$ cat config.mk
export PLATFORM = sky130hd
export DESIGN_NAME = ahb_stream_loader
export DESIGN_NICKNAME = d
export VERILOG_FILES = /design/src/rtl/ahb_stream_loader_pkg.sv /design/src/rtl/ahb_stream_loader_byte_packer.sv /design/src/rtl/ahb_stream_loader.sv
export SDC_FILE = /design/constraint.sdc
export NUM_CORES = 1
export LEC_CHECK = 0
export BUFFER_PORTS_ARGS = -buffer_cell sky130_fd_sc_hd__buf_2
export CAP_MARGIN = 30
export CORE_UTILIZATION = 49
export CTS_CLUSTER_DIAMETER = 80
export DETAILED_ROUTE_END_ITERATION = 7
export PLACE_DENSITY = 0.76
export SYNTH_ARGS = -nofsm -noshare
export SYNTH_HDL_FRONTEND = slang
export SYNTH_SLANG_ARGS = --single-unit
$ cat constraint.sdc
create_clock -name HCLK -period 2.4 [get_ports HCLK]
set_clock_uncertainty 0.15 [all_clocks]
set_input_delay 0.12 -clock HCLK [delete_from_list [all_inputs] [get_ports HCLK]]
set_output_delay 0.12 -clock HCLK [all_outputs]
set_load 0.01 [all_outputs]
$ cat src/rtl/ahb_stream_loader_pkg.sv
// Shared types and AHB-Lite constants
// for the byte-stream to AHB word loader.
package ahb_stream_loader_pkg;

  typedef enum logic [2:0] {
    ST_IDLE,
    ST_COLLECT,
    ST_ADDR,
    ST_DATA,
    ST_DONE,
    ST_ERROR
  } state_t;

  localparam logic [1:0] HTRANS_IDLE   = 2'b00;
  localparam logic [1:0] HTRANS_NONSEQ = 2'b10;
  localparam logic [2:0] HSIZE_WORD    = 3'b010;
  localparam logic [2:0] HBURST_SINGLE = 3'b000;
  localparam logic [3:0] HPROT_DATA    = 4'b0011;

endpackage

$ cat src/rtl/ahb_stream_loader_byte_packer.sv
// Little-endian byte-to-word packer: first
// byte lands in [7:0], fourth in [31:24].
module byte_packer (
  input  logic        clk,
  input  logic        rst_n,
  input  logic        clear,
  input  logic        in_valid,
  input  logic [7:0]  in_data,
  output logic [31:0] word,
  output logic        word_valid
);

  logic [1:0]  r_cnt;
  logic [31:0] r_shift;

  always_ff @(posedge clk or negedge rst_n) begin
    if (!rst_n) begin
      r_cnt   <= 2'd0;
      r_shift <= 32'd0;
    end else if (clear) begin
      r_cnt   <= 2'd0;
      r_shift <= 32'd0;
    end else if (in_valid) begin
      r_cnt   <= r_cnt + 2'd1;
      r_shift <= {in_data, r_shift[31:8]};
    end
  end

  assign word       = r_shift;
  assign word_valid = in_valid && (r_cnt == 2'd3);

endmodule

$ cat src/rtl/ahb_stream_loader.sv
// Collects a byte stream into words and writes
// them as single AHB-Lite transfers.
module ahb_stream_loader
  import ahb_stream_loader_pkg::*;
#(
  parameter logic [31:0] BASE_ADDR = 32'h0000_0000,
  parameter int          MEMWIDTH  = 14
) (
  input  logic        HCLK,
  input  logic        HRESETn,
  input  logic        start,
  input  logic [15:0] len_words,
  input  logic        rx_valid,
  input  logic [7:0]  rx_data,
  output logic        rx_ready,
  output logic [31:0] HADDR,
  output logic [1:0]  HTRANS,
  output logic        HWRITE,
  output logic [2:0]  HSIZE,
  output logic [2:0]  HBURST,
  output logic [3:0]  HPROT,
  output logic [31:0] HWDATA,
  input  logic        HREADY,
  input  logic        HRESP,
  output logic        busy,
  output logic        done,
  output logic        err
);

  localparam int IW = MEMWIDTH - 2;

  state_t          r_state;
  state_t          w_next;
  logic [IW-1:0]   r_index;
  logic [15:0]     r_remain;
  logic [31:0]     r_haddr;
  logic [31:0]     r_hwdata;
  logic [31:0]     w_word;
  logic [31:0]     w_offset;
  logic            w_word_valid;
  logic            w_idle_eq;
  logic            w_start;
  logic            w_rx_fire;
  logic            w_wr_ok;

  assign w_idle_eq = (r_state == ST_IDLE) ||
                     (r_state == ST_DONE) ||
                     (r_state == ST_ERROR);
  assign w_start   = start && w_idle_eq;
  assign w_rx_fire = rx_valid && rx_ready;
  assign w_wr_ok   = (r_state == ST_DATA) &&
                     HREADY && !HRESP;
  assign w_offset  = {{(32-MEMWIDTH){1'b0}},
                      r_index, 2'b00};

  byte_packer u_packer (
    .clk        (HCLK),
    .rst_n      (HRESETn),
    .clear      (w_start),
    .in_valid   (w_rx_fire),
    .in_data    (rx_data),
    .word       (w_word),
    .word_valid (w_word_valid)
  );

  always_ff @(posedge HCLK or negedge HRESETn) begin
    if (!HRESETn) r_state <= ST_IDLE;
    else          r_state <= w_next;
  end

  always_comb begin
    w_next = r_state;
    unique case (r_state)
      ST_IDLE, ST_DONE, ST_ERROR: begin
        if (start)
          w_next = (len_words == 16'd0) ?
                   ST_DONE : ST_COLLECT;
      end
      ST_COLLECT: begin
        if (w_word_valid) w_next = ST_ADDR;
      end
      ST_ADDR: begin
        if (HREADY) w_next = ST_DATA;
      end
      ST_DATA: begin
        if (HRESP)
          w_next = ST_ERROR;
        else if (HREADY)
          w_next = (r_remain == 16'd1) ?
                   ST_DONE : ST_COLLECT;
      end
      default: w_next = ST_IDLE;
    endcase
  end

  always_ff @(posedge HCLK or negedge HRESETn) begin
    if (!HRESETn) begin
      r_index  <= '0;
      r_remain <= 16'd0;
      r_haddr  <= 32'd0;
      r_hwdata <= 32'd0;
    end else begin
      if (w_start) begin
        r_index  <= '0;
        r_remain <= len_words;
      end
      if ((r_state == ST_COLLECT) && w_word_valid)
        r_haddr <= BASE_ADDR + w_offset;
      // packer output is complete from the first ADDR cycle
      if (r_state == ST_ADDR)
        r_hwdata <= w_word;
      if (w_wr_ok) begin
        r_index  <= r_index + 1'b1;
        r_remain <= r_remain - 16'd1;
      end
    end
  end

  assign HADDR    = r_haddr;
  assign HWDATA   = r_hwdata;
  assign HTRANS   = (r_state == ST_ADDR) ?
                    HTRANS_NONSEQ : HTRANS_IDLE;
  assign HWRITE   = (r_state == ST_ADDR);
  assign HSIZE    = HSIZE_WORD;
  assign HBURST   = HBURST_SINGLE;
  assign HPROT    = HPROT_DATA;
  assign rx_ready = (r_state == ST_COLLECT);
  assign busy     = (r_state == ST_COLLECT) ||
                    (r_state == ST_ADDR) ||
                    (r_state == ST_DATA);
  assign done     = (r_state == ST_DONE);
  assign err      = (r_state == ST_ERROR);

endmodule

==> results of run 1 <==
[worst paths after layout]
| check | start | endpoint | slack [ns] | cells after the start |
|---|---|---|---|---|
| max in group asynchronous | HRESETn | r_index[9]$_DFFE_PN0P_ | 1.29 | 3 |
| hold / removal | HREADY | r_remain[2]$_DFFE_PN0P_ | 0.05 | 4 |
| hold reg to reg | HADDR[5]$_DFFE_PN0P_ | HADDR[5]$_DFFE_PN0P_ | 0.34 | 2 |
| min in group asynchronous | HRESETn | HWDATA[5]$_DFFE_PN0P_ | 0.10 | 2 |
| setup reg to reg | r_remain[10]$_DFFE_PN0P_ | r_remain[14]$_DFFE_PN0P_ | 0.09 | 4 |
| setup / recovery | r_remain[10]$_DFFE_PN0P_ | r_remain[14]$_DFFE_PN0P_ | 0.09 | 4 |
[power by group through the flow]
stage	clock network [mW]	registers [mW]	logic (mW)
2_1_floorplan	0	2.79	1.24
3_3_place_gp	0	2.77	1.82
4_1_cts	1.10	2.78	1.94
5_1_grt	1.16	2.86	2.16
3_5_place_dp	0	2.82	1.89
6_report	1.06	2.79	1.92
[timing repair]
action,in CTS,in global routing
hold buffers,26,0
hold endpoints to repair,108,0
resized for setup,0,1
endpoints found under the setup margin,0,1
[sequential cells by signal (all words and copies together) (netlist names)]
register	flops
r_remain	16
r_index	12
u_packer.word	32
u_packer.r_cnt	2
HADDR	12
r_state	3
HWDATA	32
[metal layers]
metal	GRT usage	wire, µm	vias to the layer above
li1	-	-	1821
met4	0.0498	76	0
met2	0.347	5180	119
met1	0.283	4740	1877
met5	0	0	-
met3	0.0481	590	8
[final cells by class]
class                           instances  area, µm²
Tap cell                              133        166
Clock inverter                          7       63.8
Fill cell                             828       3890
Sequential cell                       109       2730
Multi-Input combinational cell        323       2050
Inverter                               11       41.3
Clock buffer                            9        124
Timing Repair Buffer                  121        803
[worst max-delay path: stages, from the launching register on]
cell and delay, ns:
dfrtp_1 0.42, or4_4 0.56, or4_1 0.50, or4_1 0.49, o211ai_1 0.11
[cells by family (layout without fill, tap and decap cells)]
group / Yosys count / after routing / share of synthesized area
AO/OA/AOI/OAI: 89 / 89 / 0.121
XOR/XNOR: 1 / 1 / 0.00175
adder cells (fa/ha/maj): 4 / 4 / 0.00999
buffers and inverters: 66 / 148 / 0.0734
flip-flops: 109 / 109 / 0.544
multiplexers: 43 / 43 / 0.0959
other: 2 / 31 / 0.00150
AND/OR/NAND/NOR: 155 / 155 / 0.153
[synth_stat cells (3+ instances only)]
cell type    n
buf_4       32
or4_1        3
o21ai_0      9
nand3_1     15
dfrtp_1    109
nor4_1       6
ha_1         4
nor2b_1      3
or4_4        4
nor3_1       5
inv_1       11
nand2_1     84
a221o_1      4
mux2i_1      3
a21oi_1     32
o31ai_1      4
o22ai_1      3
nand4_1      4
o211ai_1    11
and2_1       4
mux2_2      40
o311ai_0     8
clkbuf_1    23
nor2_1       9
or2_2        3
a22o_1       7
==> impl_metrics.env, run 1 <==
export IMPL_status="finished, final reports clean"
export IMPL_gp_congestion=0.851
export IMPL_numCtsBuffers=9
export IMPL_numPlacedInstances=671
export IMPL_die_w_um=103
export IMPL_wl_per_cell_um=14.8
export IMPL_startpoint_type="flip-flop"
export IMPL_die_area_mm2=0.0106
export IMPL_syn_inst=469
export IMPL_grt_antenna_before_repair=0
export IMPL_tns_ns=0
export IMPL_final_util=0.605
export IMPL_nets=609
export IMPL_whs_ns=0.0487
export IMPL_drt_pre_antenna_iters=4
export IMPL_clk_latency_ns=0.36
export IMPL_rsz0062_at_grt="false"
export IMPL_post_route_min_period_ns=2.31
export IMPL_cts_tree="yes"
export IMPL_grt_max_degree=50
export IMPL_arrival_ns=2.44
export IMPL_num_rows=36
export IMPL_grt_pass1_vias=3632
export IMPL_final_common_cell="dfrtp_1"
export IMPL_vdd_ir_drop_max_uv=648
export IMPL_synth_top_area_frac=0.544
export IMPL_area_growth_pct=19.1
export IMPL_synth_area_top_cells="dfrtp_1, mux2_2, nand2_1, buf_4, a21oi_1"
export IMPL_drive_gt1_frac=0.288
export IMPL_pwr_share_comb=0.333
export IMPL_p_seq_frac=0.484
export IMPL_pre_cts_ws_ns=0.0917
export IMPL_path_class="flip-flop to flip-flop"
export IMPL_pwr_share_clk=0.183
export IMPL_synth_edf_count=0
export IMPL_n_antenna_cell=0
export IMPL_fin_cells=713
export IMPL_fp_dieH_um=103
export IMPL_io_pins=111
export IMPL_avgSynthCellArea_um2=10.7
export IMPL_synthesis_area_mm2=0.00501
export IMPL_cts_sinks=109
export IMPL_end_kind="flip-flop"
export IMPL_power_mw=5.76
export IMPL_fin_area_mm2=0.00597
export IMPL_layout_common_cells="dfrtp_1, nand2_1, buf_2, mux2_2, a21oi_1"
export IMPL_synth_distinct_cells=47
export IMPL_drv_cap=0
export IMPL_initialDrtViolationCount=229
export IMPL_io_buffers=79
export IMPL_yosysSeqAreaShare=0.544
export IMPL_grt_ovfl_total=0
export IMPL_clk_pin_slew_ns=0.11
export IMPL_power_switching_mw=2.12
export IMPL_cts_buffer_depth=2
export IMPL_viasPerCell=5.36
export IMPL_max_slew_margin=0.574
export IMPL_track_usage=0.210
export IMPL_ys_async_sr_fraction=1.00
export IMPL_cts_root_buf="clkbuf_8"
export IMPL_p_int_mw=3.64
export IMPL_worst_hold_path_type="input port to flip-flop"
export IMPL_core_area_mm2=0.00986
export IMPL_htreeDepth=3
export IMPL_post_route_drc_count=0
export IMPL_cp_data_required_time_ns=2.53
export IMPL_routed_wl_mm=10.6
export IMPL_vias=3825
export IMPL_min_period_over_period=0.964
export IMPL_swShare=0.369
export IMPL_postRouteAntennaNets=0
export IMPL_power_density_mw_per_mm2=965
export IMPL_start_util=0.508
export IMPL_synth_seq_cells=109
export IMPL_ys_warn_count=0
export IMPL_dpl_hpwl_mm=7.46
export IMPL_clock_fmax_mhz=432
export IMPL_hold_viol_final=0
export IMPL_grt_pass1_wl_mm=17.2
export IMPL_cp_max_fo=6
export IMPL_setup_slack_ns=0.0857
export IMPL_yosys_area_top_type="dfrtp_1"
export IMPL_post_cts_repair_setup_buffers=0
export IMPL_synthFlopType="dfrtp_1"
export IMPL_setup_viol=0
export IMPL_worst_pin_slew_ns=0.639
export IMPL_placed_area_mm2=0.00551
export IMPL_slew_viol_final=0
export IMPL_p_leak_nw=2.90
Power figures use the tool's default switching activity.
==> run 2: changes to the inputs <==
CAP_MARGIN = 20   (was 30)
CORE_MARGIN = 3   (was unset)
SETUP_SLACK_MARGIN = 0.4   (was unset)
==> impl_metrics.env, run 2 (synthesis results as in run 1) <==
export IMPL_r2r_end="r_state[2]$_DFFE_PN0P_"
export IMPL_cts_buffer_depth=2
export IMPL_hold_viol_final=0
export IMPL_htreeDepth=3
export IMPL_grt_pass1_wl_mm=18.9
export IMPL_end_kind="flip-flop"
export IMPL_drv_cap=0
export IMPL_fill_cells=792
export IMPL_cts_tree="yes"
export IMPL_p_seq_frac=0.443
export IMPL_dpl_hpwl_mm=7.64
export IMPL_reg2reg_slack_ns=0.19
export IMPL_arrival_ns=2.36
export IMPL_worst_pin_slew_ns=0.644
export IMPL_clk_latency_ns=0.37
export IMPL_rr_startpoint="r_remain[12]$_DFFE_PN0P_"
export IMPL_swShare=0.358
export IMPL_post_route_min_period_ns=2.21
export IMPL_path_class="flip-flop to flip-flop"
export IMPL_path_depth=4
export IMPL_grt_ovfl_total=0
export IMPL_p_leak_nw=3.09
export IMPL_max_slew_margin=0.567
export IMPL_tns_ns=0
export IMPL_setup_viol=0
export IMPL_path_buf_inv=0
export IMPL_pre_cts_ws_ns=0.0804
export IMPL_vdd_ir_drop_max_uv=416
export IMPL_routed_wl_mm=11.8
export IMPL_reg2reg_depth=4
export IMPL_cts_root_buf="clkbuf_8"
export IMPL_cp_data_required_time_ns=2.56
export IMPL_postRouteAntennaNets=0
export IMPL_die_w_um=107
export IMPL_final_common_cell="dfrtp_1"
export IMPL_fin_area_mm2=0.00636
export IMPL_grt_pass1_vias=3885
export IMPL_numCtsBuffers=9
export IMPL_area_growth_pct=26.9
export IMPL_grt_antenna_before_repair=0
export IMPL_final_util=0.645
export IMPL_crit_family="simple AND/OR/NAND/NOR gates"
export IMPL_drt_pre_antenna_iters=5
export IMPL_crit_path_start="r_remain[12]$_DFFE_PN0P_"
export IMPL_placed_area_mm2=0.00554
export IMPL_slew_viol_final=0
export IMPL_wl_per_cell_um=15.9
export IMPL_wl_met1_mm=5.06
export IMPL_pwr_share_clk=0.185
export IMPL_clock_fmax_mhz=453
export IMPL_track_usage=0.207
export IMPL_startpoint_type="flip-flop"
export IMPL_min_period_over_period=0.921
export IMPL_status="finished, final reports clean"
export IMPL_io_pins=111
export IMPL_crit_end="r_state[2]$_DFFE_PN0P_"
export IMPL_route_met3_wl_um=610
export IMPL_grt_max_degree=52
export IMPL_met2_length_mm=5.85
export IMPL_cp_max_fo=2
export IMPL_setup_slack_ns=0.191
export IMPL_core_area_mm2=0.00986
export IMPL_power_density_mw_per_mm2=985
export IMPL_power_switching_mw=2.24
export IMPL_p_int_mw=4.02
export IMPL_post_route_drc_count=0
export IMPL_clk_pin_slew_ns=0.10
export IMPL_power_mw=6.27
export IMPL_num_rows=36
export IMPL_die_area_mm2=0.0115
export IMPL_numPlacedInstances=671
export IMPL_cts_sinks=109
export IMPL_n_antenna_cell=0
export IMPL_initialDrtViolationCount=198
export IMPL_fin_cells=741
export IMPL_vias=4041
export IMPL_worst_hold_path_type="input port to flip-flop"
export IMPL_fp_dieH_um=107
export IMPL_layout_common_cells="dfrtp_1, nand2_1, buf_2, mux2_2, buf_4"
export IMPL_nets=637
export IMPL_gp_congestion=0.889
export IMPL_rsz0062_at_grt="true"
export IMPL_cp_common_cell="or4_4"
export IMPL_cp_slowest_cell="or4_4"
export IMPL_drive_gt1_frac=0.352
export IMPL_top_layer_used="met4"
export IMPL_cp_slowest_stage_delay_ns=0.59
export IMPL_io_buffers=79
export IMPL_viasPerCell=5.45
export IMPL_start_util=0.508
export IMPL_whs_ns=0.0646
export IMPL_crit_chain="or4_4, or4_4, a2111oi_4, a311o_1"
export IMPL_pwr_share_comb=0.372
-- run 2: changes by cell type in the layout (fill, tap and decap cells not counted), sizes merged --
cell,before,now
clkbuf,9,12
inv,16,13
bufbuf,0,1
clkinv,2,1
bufinv,0,1
buf,95,122
-- run 2: worst min path at each step --
| stage | slack (ns) | startpoint | cells after the start | end |
|---|---|---|---|---|
| floorplan | -0.33 | HRESETn | 0 | HADDR[10]$_DFFE_PN0P_ |
| global placement | -0.03 | HRESETn | 1 | HWDATA[6]$_DFFE_PN0P_ |
| detailed placement | -0.02 | HRESETn | 1 | HWDATA[6]$_DFFE_PN0P_ |
| CTS | 0.02 | HREADY | 4 | r_remain[2]$_DFFE_PN0P_ |
| global route | 0.08 | HREADY | 4 | r_remain[2]$_DFFE_PN0P_ |
| finish | 0.06 | HREADY | 4 | r_remain[2]$_DFFE_PN0P_ |
-- run 2: layout make-up --
cell class                 count  area, µm²  share of cell area
sequential                   109       2730               0.430
multi-input combinational    323       2170               0.341
timing repair buffer         149       1050               0.164
tap                          133        166              0.0262
clock buffer                  12        155              0.0244
clock inverter                 4       52.6             0.00826
inverter                      11       41.3             0.00649
-- run 2: what timing repair did --
| action | CTS | global route |
|---|---|---|
| setup endpoints to repair | 20 | 27 |
| pin swaps | 9 | 8 |
| buffers inserted | 17 | 10 |
| resized for setup | 16 | 15 |
| gates cloned | 1 | 0 |
| hold endpoints to repair | 64 | 0 |
| hold buffers | 26 | 0 |
-- run 2: worst min-delay path: stages --
cell and delay (ns):
buf_2 0.19, nand3_1 0.09, nand3_1 0.07, nand3_1 0.08
-- run 2: routing by layer --
metal | GRT usage | up-vias
met5 | 0 | -
li1 | - | 1877
met1 | 0.273 | 1979
met3 | 0.0265 | 28
met4 | 0.0922 | 0
met2 | 0.341 | 157
-- run 2: power groups by stage --
stage | Sequential [mW] | Clock, mW | Combinational [mW]
6_report | 2.77 | 1.16 | 2.33
5_1_grt | 2.85 | 1.26 | 2.55
4_1_cts | 2.75 | 1.19 | 2.22
3_5_place_dp | 2.83 | 0 | 1.91
3_3_place_gp | 2.80 | 0 | 1.84
2_1_floorplan | 2.79 | 0 | 1.26
==> run 3: changes to the inputs <==
PLACE_DENSITY = unset   (was 0.76)
PLACE_DENSITY_LB_ADDON = 0.25   (was unset)
==> impl_metrics.env, run 3 (synthesis results as in run 1) <==
export IMPL_track_usage=0.209
export IMPL_grt_pass1_wl_mm=19.1
export IMPL_rsz0062_at_grt="true"
export IMPL_io_buffers=79
export IMPL_setup_slack_ns=0.175
export IMPL_arrival_ns=2.32
export IMPL_cts_buffer_depth=2
export IMPL_vias=4019
export IMPL_wl_per_cell_um=15.9
export IMPL_fill_cells=762
export IMPL_grt_antenna_before_repair=0
export IMPL_num_rows=36
export IMPL_crit_chain="inv_2, buf_4, buf_4, buf_4, buf_6, ha_4, nand4b_1, buf_4, o311a_4, a221o_1"
export IMPL_power_density_mw_per_mm2=983
export IMPL_max_slew_margin=0.564
export IMPL_die_w_um=107
export IMPL_reg2reg_slack_ns=0.17
export IMPL_htreeDepth=3
export IMPL_end_kind="flip-flop"
export IMPL_cp_slowest_stage_delay_ns=0.40
export IMPL_final_util=0.646
export IMPL_grt_pass1_vias=3833
export IMPL_min_period_over_period=0.927
export IMPL_cts_sinks=109
export IMPL_viasPerCell=5.41
export IMPL_status="finished, final reports clean"
export IMPL_drt_pre_antenna_iters=5
export IMPL_holdPathStages=4
export IMPL_cp_data_required_time_ns=2.50
export IMPL_grt_ovfl_total=0
export IMPL_path_depth=10
export IMPL_layout_common_cells="dfrtp_1, nand2_1, buf_2, mux2_2, buf_4"
export IMPL_tns_ns=0
export IMPL_clock_fmax_mhz=449
export IMPL_core_area_mm2=0.00986
export IMPL_clk_latency_ns=0.36
export IMPL_worst_pin_slew_ns=0.648
export IMPL_die_area_mm2=0.0115
export IMPL_crit_family="buffers and inverters"
export IMPL_cp_common_cell="buf_4"
export IMPL_setup_viol=0
export IMPL_vdd_ir_drop_max_uv=366
export IMPL_gp_congestion=0.799
export IMPL_reg2reg_depth=10
export IMPL_hold_viol_final=0
export IMPL_worst_hold_path_type="input port to flip-flop"
export IMPL_drv_cap=0
export IMPL_cp_slowest_cell="dfrtp_1"
export IMPL_nets=639
export IMPL_dpl_hpwl_mm=7.51
export IMPL_post_route_min_period_ns=2.23
export IMPL_fin_area_mm2=0.00637
export IMPL_pre_cts_ws_ns=0.0924
export IMPL_postRouteAntennaNets=0
export IMPL_placed_area_mm2=0.00555
export IMPL_clk_pin_slew_ns=0.10
export IMPL_start_util=0.508
export IMPL_cp_max_fo=3
export IMPL_cts_tree="yes"
export IMPL_cts_root_buf="clkbuf_8"
export IMPL_p_leak_nw=3.10
export IMPL_grt_max_degree=47
export IMPL_numCtsBuffers=9
export IMPL_slew_viol_final=0
export IMPL_post_route_drc_count=0
export IMPL_initialDrtViolationCount=177
export IMPL_startpoint_type="flip-flop"
export IMPL_area_growth_pct=27.1
export IMPL_n_antenna_cell=0
export IMPL_path_class="flip-flop to flip-flop"
export IMPL_drive_gt1_frac=0.352
export IMPL_io_pins=111
export IMPL_path_buf_inv=6
export IMPL_routed_wl_mm=11.8
export IMPL_final_common_cell="dfrtp_1"
export IMPL_fp_dieH_um=107
==> run 3: changes by cell type in the layout (fill, tap and decap cells not counted), sizes merged <==
cell | before | now
bufinv | 1 | 0
buf | 122 | 124
clkinv | 1 | 2
==> run 3: layout make-up <==
class | instances | area, µm² | area share
multi-input cells | 323 | 2180 | 0.342
inverters | 11 | 41.3 | 0.00648
clock inverters | 4 | 30.0 | 0.00471
repair buffers | 151 | 1070 | 0.168
clock buffers | 12 | 155 | 0.0244
flip-flops and latches | 109 | 2730 | 0.428
well taps | 133 | 166 | 0.0261
==> run 3: path summary, 6_finish.rpt <==
path | start | end
worst min-delay path | HREADY | r_remain[2]$_DFFE_PN0P_
worst max-delay path | r_remain[1]$_DFFE_PN0P_ | r_remain[8]$_DFFE_PN0P_
worst max register to register | r_remain[1]$_DFFE_PN0P_ | r_remain[8]$_DFFE_PN0P_
min in group asynchronous | HRESETn | HWDATA[6]$_DFFE_PN0P_
max in group asynchronous | HRESETn | HADDR[7]$_DFFE_PN0P_
worst min register to register | HADDR[5]$_DFFE_PN0P_ | HADDR[5]$_DFFE_PN0P_
==> run 3: metrics by stage <==
stage	instances	total power, mW	hold WS [ns]
finish	743	6.26	0.0703
global route	743	6.68	0.0760
CTS	736	6.08	0.0289
detailed placement	673	4.76	0.0124
global placement	673	4.67	0.00252
floorplan	498	4.05	-0.326
==> run 3: layer usage <==
metal / global-route usage / share of wire / vias to the layer above
li1: - / - / 1881
met1: 0.288 / 0.44 / 1965
met2: 0.328 / 0.48 / 144
met3: 0.0421 / 0.058 / 29
met4: 0.0776 / 0.023 / 0
met5: 0 / 0 / -
==> run 3: what timing repair did <==
item,in CTS,in global routing
setup endpoints to repair,35,28
setup buffers,20,7
resized for setup,14,24
pin swaps,10,7
hold buffers,26,0
hold endpoints to repair,69,0
cloned,1,0
==> run 3: power by group <==
part	internal [mW]	switching, mW
registers	2.38	0.420
clock network	0.443	0.606
logic	1.17	1.25
total	3.99	2.27
==> run 3: worst register-to-register path, cell delays in order (launching register included) <==
cell and delay, ns:
dfrtp_1 0.40, inv_2 0.08, buf_4 0.10, buf_4 0.09, buf_4 0.09, buf_6 0.09, ha_4 0.13, nand4b_1 0.19
buf_4 0.21, o311a_4 0.29, a221o_1 0.28
